`config.mk`:
```
export PLATFORM = sky130hd
export DESIGN_NAME = bfn_train_sequencer
export DESIGN_NICKNAME = d
export VERILOG_FILES = /design/src/rtl/bfn_train_sequencer.sv
export SDC_FILE = /design/constraint.sdc
export NUM_CORES = 1
export LEC_CHECK = 0
export ABC_AREA = 1
export CAP_MARGIN = 20
export CORE_MARGIN = 3
export CORE_UTILIZATION = 34
export DETAILED_ROUTE_END_ITERATION = 7
export GPL_TIMING_DRIVEN = 0
export SETUP_SLACK_MARGIN = 0.3
export SLEW_MARGIN = 20
export SYNTH_ARGS = -nofsm -noshare
export SYNTH_HDL_FRONTEND = slang
export SYNTH_SLANG_ARGS = --single-unit
```
`constraint.sdc`:
```
create_clock -name clk -period 4.8 [get_ports clk]
set_input_delay 1.2 -clock clk [delete_from_list [all_inputs] [get_ports clk]]
set_output_delay 1.2 -clock clk [all_outputs]
set_load 0.02 [all_outputs]
```
`src/rtl/bfn_train_sequencer.sv`:
```
// Training sequencer for the bias-free perceptron predictor: filters resolved
// branch records, queues those needing training, and read-modify-writes each row.
module bfn_train_sequencer #(
  parameter int IDX_W = 6,
  parameter int NUM_W = 16,
  parameter int WBITS = 3,
  parameter int SUM_W = 8,
  parameter int THETA = 12,
  parameter int DEPTH = 4
) (
  input  logic                     clk,
  input  logic                     rst_n,
  input  logic                     upd_valid,
  output logic                     upd_ready,
  input  logic [IDX_W-1:0]         upd_index,
  input  logic                     upd_taken,
  input  logic                     upd_pred,
  input  logic [SUM_W-1:0]         upd_sum_mag,
  input  logic [NUM_W-2:0]         upd_hist,
  input  logic                     pred_rd_en,
  input  logic [IDX_W-1:0]         pred_rd_index,
  output logic                     tbl_en,
  output logic                     tbl_we,
  output logic [IDX_W-1:0]         tbl_addr,
  output logic [NUM_W*WBITS-1:0]   tbl_wdata,
  input  logic [NUM_W*WBITS-1:0]   tbl_rdata,
  output logic                     busy,
  output logic [15:0]              train_cnt,
  output logic [15:0]              skip_cnt
);

  localparam int ROW_W = NUM_W * WBITS;
  localparam int PTR_W = $clog2(DEPTH);
  localparam logic [PTR_W:0]       FULL_CNT = (PTR_W+1)'(DEPTH);
  localparam logic [SUM_W-1:0]     THETA_V  = SUM_W'(THETA);
  localparam logic [WBITS-1:0]     W_MAX    = {1'b0, {(WBITS-1){1'b1}}};
  localparam logic [WBITS-1:0]     W_MIN    = {1'b1, {(WBITS-1){1'b0}}};

  typedef enum logic [1:0] {
    ST_IDLE = 2'd0,
    ST_RD   = 2'd1,
    ST_MOD  = 2'd2,
    ST_WR   = 2'd3
  } state_t;

  // One saturating step of a weight toward +max (up) or -min (down).
  function automatic logic [WBITS-1:0] sat_step(input logic [WBITS-1:0] w, input logic up);
    logic [WBITS-1:0] r;
    if (up) begin
      if (w == W_MAX) r = w;
      else            r = w + WBITS'(1);
    end else begin
      if (w == W_MIN) r = w;
      else            r = w - WBITS'(1);
    end
    return r;
  endfunction

  // Weight k moves up exactly when the outcome sign matches its input sign.
  function automatic logic [ROW_W-1:0] train_row(input logic [ROW_W-1:0] row,
                                                 input logic taken,
                                                 input logic [NUM_W-2:0] hist);
    logic [NUM_W-1:0] x_pos;
    logic [ROW_W-1:0] r;
    x_pos = {hist, 1'b1};
    r = '0;
    for (int k = 0; k < NUM_W; k++) begin
      r[k*WBITS +: WBITS] = sat_step(row[k*WBITS +: WBITS], ~(taken ^ x_pos[k]));
    end
    return r;
  endfunction

  state_t              state_r, state_s;
  logic [IDX_W-1:0]    fifo_index_r [DEPTH];
  logic                fifo_taken_r [DEPTH];
  logic [NUM_W-2:0]    fifo_hist_r  [DEPTH];
  logic [PTR_W-1:0]    wr_ptr_r, rd_ptr_r;
  logic [PTR_W:0]      cnt_r;
  logic [ROW_W-1:0]    new_row_r;
  logic [15:0]         train_cnt_r, skip_cnt_r;

  logic                full_s, empty_s, ready_s, accept_s, train_s, push_s, skip_s, pop_s;
  logic [IDX_W-1:0]    head_index_s;
  logic                head_taken_s;
  logic [NUM_W-2:0]    head_hist_s;
  logic                tbl_en_s, tbl_we_s;
  logic [IDX_W-1:0]    tbl_addr_s;
  logic [ROW_W-1:0]    tbl_wdata_s;

  assign full_s       = (cnt_r == FULL_CNT);
  assign empty_s      = (cnt_r == '0);
  assign ready_s      = rst_n & ~full_s;
  assign accept_s     = upd_valid & ready_s;
  assign train_s      = (upd_taken != upd_pred) | (upd_sum_mag <= THETA_V);
  assign push_s       = accept_s & train_s;
  assign skip_s       = accept_s & ~train_s;
  assign pop_s        = (state_r == ST_WR) & ~pred_rd_en;
  assign head_index_s = fifo_index_r[rd_ptr_r];
  assign head_taken_s = fifo_taken_r[rd_ptr_r];
  assign head_hist_s  = fifo_hist_r[rd_ptr_r];

  // Training FIFO storage, pointers and occupancy.
  always_ff @(posedge clk or negedge rst_n) begin
    if (!rst_n) begin
      wr_ptr_r <= '0;
      rd_ptr_r <= '0;
      cnt_r    <= '0;
      for (int i = 0; i < DEPTH; i++) begin
        fifo_index_r[i] <= '0;
        fifo_taken_r[i] <= 1'b0;
        fifo_hist_r[i]  <= '0;
      end
    end else begin
      if (push_s) begin
        fifo_index_r[wr_ptr_r] <= upd_index;
        fifo_taken_r[wr_ptr_r] <= upd_taken;
        fifo_hist_r[wr_ptr_r]  <= upd_hist;
        wr_ptr_r               <= wr_ptr_r + PTR_W'(1);
      end
      if (pop_s) begin
        rd_ptr_r <= rd_ptr_r + PTR_W'(1);
      end
      case ({push_s, pop_s})
        2'b10:   cnt_r <= cnt_r + (PTR_W+1)'(1);
        2'b01:   cnt_r <= cnt_r - (PTR_W+1)'(1);
        default: cnt_r <= cnt_r;
      endcase
    end
  end

  // Trained/skipped record counters, wrapping naturally at 16 bits.
  always_ff @(posedge clk or negedge rst_n) begin
    if (!rst_n) begin
      train_cnt_r <= 16'd0;
      skip_cnt_r  <= 16'd0;
    end else begin
      if (push_s) train_cnt_r <= train_cnt_r + 16'd1;
      if (skip_s) skip_cnt_r  <= skip_cnt_r + 16'd1;
    end
  end

  // FSM state and the updated row computed while the port is free for lookups.
  always_ff @(posedge clk or negedge rst_n) begin
    if (!rst_n) begin
      state_r   <= ST_IDLE;
      new_row_r <= '0;
    end else begin
      state_r <= state_s;
      if (state_r == ST_MOD) begin
        new_row_r <= train_row(tbl_rdata, head_taken_s, head_hist_s);
      end
    end
  end

  // Next-state logic; a lookup on the port stalls RD and WR only.
  always_comb begin
    state_s = state_r;
    case (state_r)
      ST_IDLE: begin
        if (!empty_s) state_s = ST_RD;
        else          state_s = ST_IDLE;
      end
      ST_RD: begin
        if (!pred_rd_en) state_s = ST_MOD;
        else             state_s = ST_RD;
      end
      ST_MOD: begin
        state_s = ST_WR;
      end
      ST_WR: begin
        if (!pred_rd_en) state_s = ST_IDLE;
        else             state_s = ST_WR;
      end
      default: begin
        state_s = ST_IDLE;
      end
    endcase
  end

  // Table port arbitration: lookups win; reset forces the port quiet at once.
  always_comb begin
    tbl_en_s    = 1'b0;
    tbl_we_s    = 1'b0;
    tbl_addr_s  = '0;
    tbl_wdata_s = '0;
    if (!rst_n) begin
      tbl_en_s = 1'b0;
    end else if (pred_rd_en) begin
      tbl_en_s   = 1'b1;
      tbl_addr_s = pred_rd_index;
    end else if (state_r == ST_RD) begin
      tbl_en_s   = 1'b1;
      tbl_addr_s = head_index_s;
    end else if (state_r == ST_WR) begin
      tbl_en_s    = 1'b1;
      tbl_we_s    = 1'b1;
      tbl_addr_s  = head_index_s;
      tbl_wdata_s = new_row_r;
    end else begin
      tbl_en_s = 1'b0;
    end
  end

  assign upd_ready = ready_s;
  assign tbl_en    = tbl_en_s;
  assign tbl_we    = tbl_we_s;
  assign tbl_addr  = tbl_addr_s;
  assign tbl_wdata = tbl_wdata_s;
  assign busy      = ~empty_s | (state_r != ST_IDLE);
  assign train_cnt = train_cnt_r;
  assign skip_cnt  = skip_cnt_r;

endmodule

```
# Word-level counts from Yosys, hierarchy flattened
# Index checks and enable logic that the tools add are counted.
# Widths: inputs -> output; s select.
[op_classes]
addsub = 38
order_cmp = 4
n_eq_ne = 39
mux = 86
n_bitwise = 28
reduce_logical = 5
[op_table]
columns = ["cell", "n"]
rows = [
  ["$mux 48", 4],
  ["$mux 3", 48],
  ["$bwmux 60", 1],
  ["$add 3x1->3 const B", 17],
  ["$eq 3x3->1 const B", 17],
  ["$sub 3x1->3 const B", 17],
  ["$eq 3x2->1 const B", 16],
  ["$mux 15", 3],
  ["$mux 6", 7],
  ["$add 16x1->16 const B", 2],
  ["$bmux 15 s2", 1],
  ["$demux 15 s2", 1],
  ["$bwmux 24", 1],
  ["$xor 1x1->1", 15],
  ["$bmux 6 s2", 1],
  ["$demux 6 s2", 1],
  ["$mux 1", 11],
  ["$le 8x4->1 const B", 1],
  ["$pmux 2 s4", 1],
  ["$eq 2x2->1 const B", 3],
  ["$ge 3x3->1 const B", 2],
  ["$not 2->3", 2],
  ["$pmux 3 s2", 1],
  ["$and 1x1->1", 5],
  ["14 further kinds", 22],
]
[totals]
reg_bits = 177
out_inout_bits = 90

# Depth between registers and ports, before layout
[depth]
word_depth = 8
mapped_depth = 12
depth_no_buf = 11

# Worst setup path before layout
# No wires, ideal clock.
[synth_path]
kind = "input to output"
from = "input pred_rd_en"
to = "output tbl_wdata[24]"
t_arrival_ns = 2.455
setup_slack_ns = 1.145
path_stages = 8
path_buffers = 3
cell_sequence = "buf_2 nor2_8 nand2_2 nor2_2 inv_2 buf_6 buf_6 nor2_1"
[synth_via]
elab_chain_cells = 2
[synth_lines]
columns = ["item", "line", "text"]
rows = [
  ["start: declaration", "20", "input logic pred_rd_en,"],
  ["$mux 48", "188", "end else if (pred_rd_en) begin"],
  ["$mux 48", "186", "if (!rst_n) begin"],
  ["end: declaration", "25", "output logic [NUM_W*WBITS-1:0] tbl_wdata,"],
]
# No other way between the ends.

# Worst setup path in the final report
[layout_path]
from = "input rst_n"
to = "output tbl_wdata[9]"
[layout_via]
elab_chain_cells = 1
[layout_lines]
columns = ["item", "line", "text"]
rows = [
  ["start: declaration", "12", "input logic rst_n,"],
  ["$mux 48", "186", ""],
]
# No other way between the ends.

==> flow_metrics.env <==
export IMPL_tightest_slew_ns=0.810
export IMPL_yosys_cell_types_count=37
export IMPL_crit_type="input pin to output pin"
export IMPL_rsz0062_at_grt="no"
export IMPL_core_area_um2=34000
export IMPL_synth_area_per_cell_um2=7.10
export IMPL_place_hpwl_um=25700
export IMPL_arrival_ns=3.13
export IMPL_skew_ns=0.00892
export IMPL_utilization=0.439
export IMPL_cts_reportedPaths_clkPinSlew_ns=0.07
export IMPL_outcome="finished clean"
export IMPL_gp_congestion=0.870
export IMPL_tritoncts="built"
export IMPL_yosysSeqAreaShare=0.372
export IMPL_hp_class="flip-flop to flip-flop"
export IMPL_highest_layer="met4"
export IMPL_num_rows=67
export IMPL_cts_setup_buffers=0
export IMPL_area_growth_pct=25.6
export IMPL_ctsHtreeMaxLevel=4
export IMPL_cp_start_kind="input pin"
export IMPL_ys_seq_elements=177
export IMPL_rr_worst_depth=12
export IMPL_io_buffer_count=177
export IMPL_cp_end_kind="output pin"
export IMPL_syn_nets=1822
export IMPL_grt_overflow=0
export IMPL_setup_tns_ns=0
export IMPL_period_share=0.903
export IMPL_die_width_um=193
export IMPL_clkSinkCount=177
export IMPL_cts_root_buf="clkbuf_16"
export IMPL_cts_buffers=17
export IMPL_cp_required_ns=3.60
export IMPL_fin_area_um2=15000
export IMPL_regArea_um2=4430
export IMPL_drt_wl_total_um=34700
export IMPL_boundaryPins=179
export IMPL_nFillCells=3573
export IMPL_holdBufCountCts=0
export IMPL_grt_pass1_vias=11100
export IMPL_timing_hold_ws_ns=0.478
export IMPL_grt_max_degree=78
export IMPL_fmax_mhz=231
export IMPL_ff2ff_setup_slack_ns=2.54
export IMPL_place_area_um2=14300
export IMPL_routed_wire_length_per_instance_um=14.8
export IMPL_vias=11200
export IMPL_slew_headroom=0.458
export IMPL_first_iter_violations=522
export IMPL_multi_input_area_um2=6220
export IMPL_synthesis_instances=1677
export IMPL_wl_met1_um=16100
export IMPL_drive_gt1_frac=0.0794
export IMPL_hold_violations=0
export IMPL_drc=0
export IMPL_grt_pass1_wl_um=56100
export IMPL_fin_nets=2022
export IMPL_finalPower_mw=8.05
export IMPL_wl_met3_um=1720
export IMPL_antenna_found_initial=0
export IMPL_n_antenna_cell=0
export IMPL_netlist_area_um2=11900
export IMPL_static_leakage_power_nw=7.50
export IMPL_viasPerCell=4.77
export IMPL_die_h_um=193
export IMPL_dieArea_um2=37300
export IMPL_grt_total_usage=0.189
export IMPL_clk_path_buf_depth=2
export IMPL_hold_path_depth=2
export IMPL_clock_latency_ns=0.44
export IMPL_wl_met2_um=16600
export IMPL_yosysWarnings=0
export IMPL_ant_nets=0
export IMPL_worstPathMaxFanout=23
export IMPL_setup_violations=0
export IMPL_min_period_ns=4.33
export IMPL_maxCapViolCount=0
export IMPL_finalMaxSlewViolations=0
export IMPL_vdd_drop_max_mv=0.315
export IMPL_power_density_nw_per_um2=538
export IMPL_start_util=0.350
export IMPL_dr_pass1_iters=5
==> cell families (layout without fill, tap and decap cells) <==
family / Yosys count / after routing / synth area share
and+or+nand+nor: 937 / 937 / 0.333
DFF: 177 / 177 / 0.372
buffers and inverters: 261 / 474 / 0.106
xor gates and xnor gates: 54 / 54 / 0.0397
adders and majority gates: 56 / 56 / 0.0595
AOI/OAI and AO/OA: 192 / 192 / 0.0899
==> layout by cell type (no fill, tap or decap), types with 3 or more instances in the layout <==
cell / count
a21oi_1: 9
buf_2: 11
buf_4: 10
buf_6: 26
clkbuf_1: 12
clkbuf_16: 18
clkbuf_8: 4
clkdlybuf4s50_1: 176
dfrtp_1: 177
ha_1: 55
inv_1: 192
inv_2: 7
inv_6: 3
nand2_1: 595
nand2_4: 4
nand3_1: 190
nand3_4: 4
nand4_1: 8
nor2_1: 95
nor3_1: 16
o21ai_0: 84
o21ai_1: 64
o21ai_2: 25
o22ai_1: 6
or2_2: 15
xnor2_1: 9
xor2_1: 45
==> registers in the layout, summed over array words and instances (netlist names) <==
name	cells
rd_ptr_r	2
state_r	2
train_cnt	16
skip_cnt	16
fifo_taken_r	4
fifo_index_r	24
new_row_r	48
wr_ptr_r	2
fifo_hist_r	60
cnt_r	3
==> power breakdown <==
group	internal [mW]	switching (mW)
sequential	2.14	0.439
clock	0.800	0.623
combinational	1.50	2.54
==> worst paths after layout <==
check | from | endpoint
max reg2reg | cnt_r[1]$_DFFE_PN0P_ | cnt_r[2]$_DFFE_PN0P_
min in group asynchronous | rst_n | train_cnt[15]$_DFFE_PN0P_
min | new_row_r[14]$_DFFE_PN0P_ | new_row_r[14]$_DFFE_PN0P_
max in group asynchronous | rst_n | new_row_r[24]$_DFFE_PN0P_
max | rst_n | tbl_wdata[9]
min reg2reg | new_row_r[14]$_DFFE_PN0P_ | new_row_r[14]$_DFFE_PN0P_
==> Yosys cell counts, drive strengths merged <==
| cell type | instances | area (um2) |
|---|---|---|
| clkinv | 1 | 16.3 |
| nand2 | 601 | 2290 |
| nand4 | 8 | 50.1 |
| buf | 47 | 423 |
| or2 | 15 | 93.8 |
| o22ai | 6 | 37.5 |
| xor2 | 45 | 394 |
| nor3 | 16 | 80.1 |
| o21bai | 1 | 7.51 |
| a31oi | 2 | 12.5 |
| a21oi | 10 | 53.8 |
| nand3 | 195 | 1030 |
| xnor2 | 9 | 78.8 |
| and2 | 1 | 6.26 |
| ha | 55 | 688 |
| clkbuf | 13 | 68.8 |
| nor2 | 99 | 400 |
| fa | 1 | 20.0 |
| dfrtp | 177 | 4430 |
| nand3b | 2 | 15.0 |
| inv | 200 | 753 |
| o21ai | 173 | 960 |
==> area by class of cell <==
type	count	area share
multi-input combinational	1239	0.416
sequential	177	0.296
timing repair buffer	181	0.126
inverter	201	0.0515
tap	448	0.0375
buffer	60	0.0330
clock buffer	21	0.0308
clock inverter	11	0.00862
==> layer usage <==
metal / vias up / GRT usage
met3: 22 / 0.0298
li1: 5697 / -
met5: - / 0
met4: 0 / 0.0387
met1: 5158 / 0.250
met2: 281 / 0.326
==> stage by stage <==
step / instances / worst slack [ns]
final: 2338 / 0.468
after global routing: 2338 / 0.332
after CTS: 2337 / 0.327
after detailed placement: 2304 / -0.0802
after global placement: 2302 / -7.56
after floorplan: 1677 / 1.15
==> worst max-delay path, stage by stage <==
cell	delay (ns)
buf_8	0.16
buf_16	0.21
inv_2	0.16
nor2_4	0.23
inv_2	0.09
clkbuf_2	0.22
nor2_1	0.20
clkdlybuf4s50_1	0.64
==> timing repair <==
action / in CTS / in global routing
setup endpoints to repair: 48 / 22
hold endpoints to repair: 0 / 0
gates resized for setup: 2 / 0
gates cloned: 1 / 1
Power figures use the tool's default switching activity.
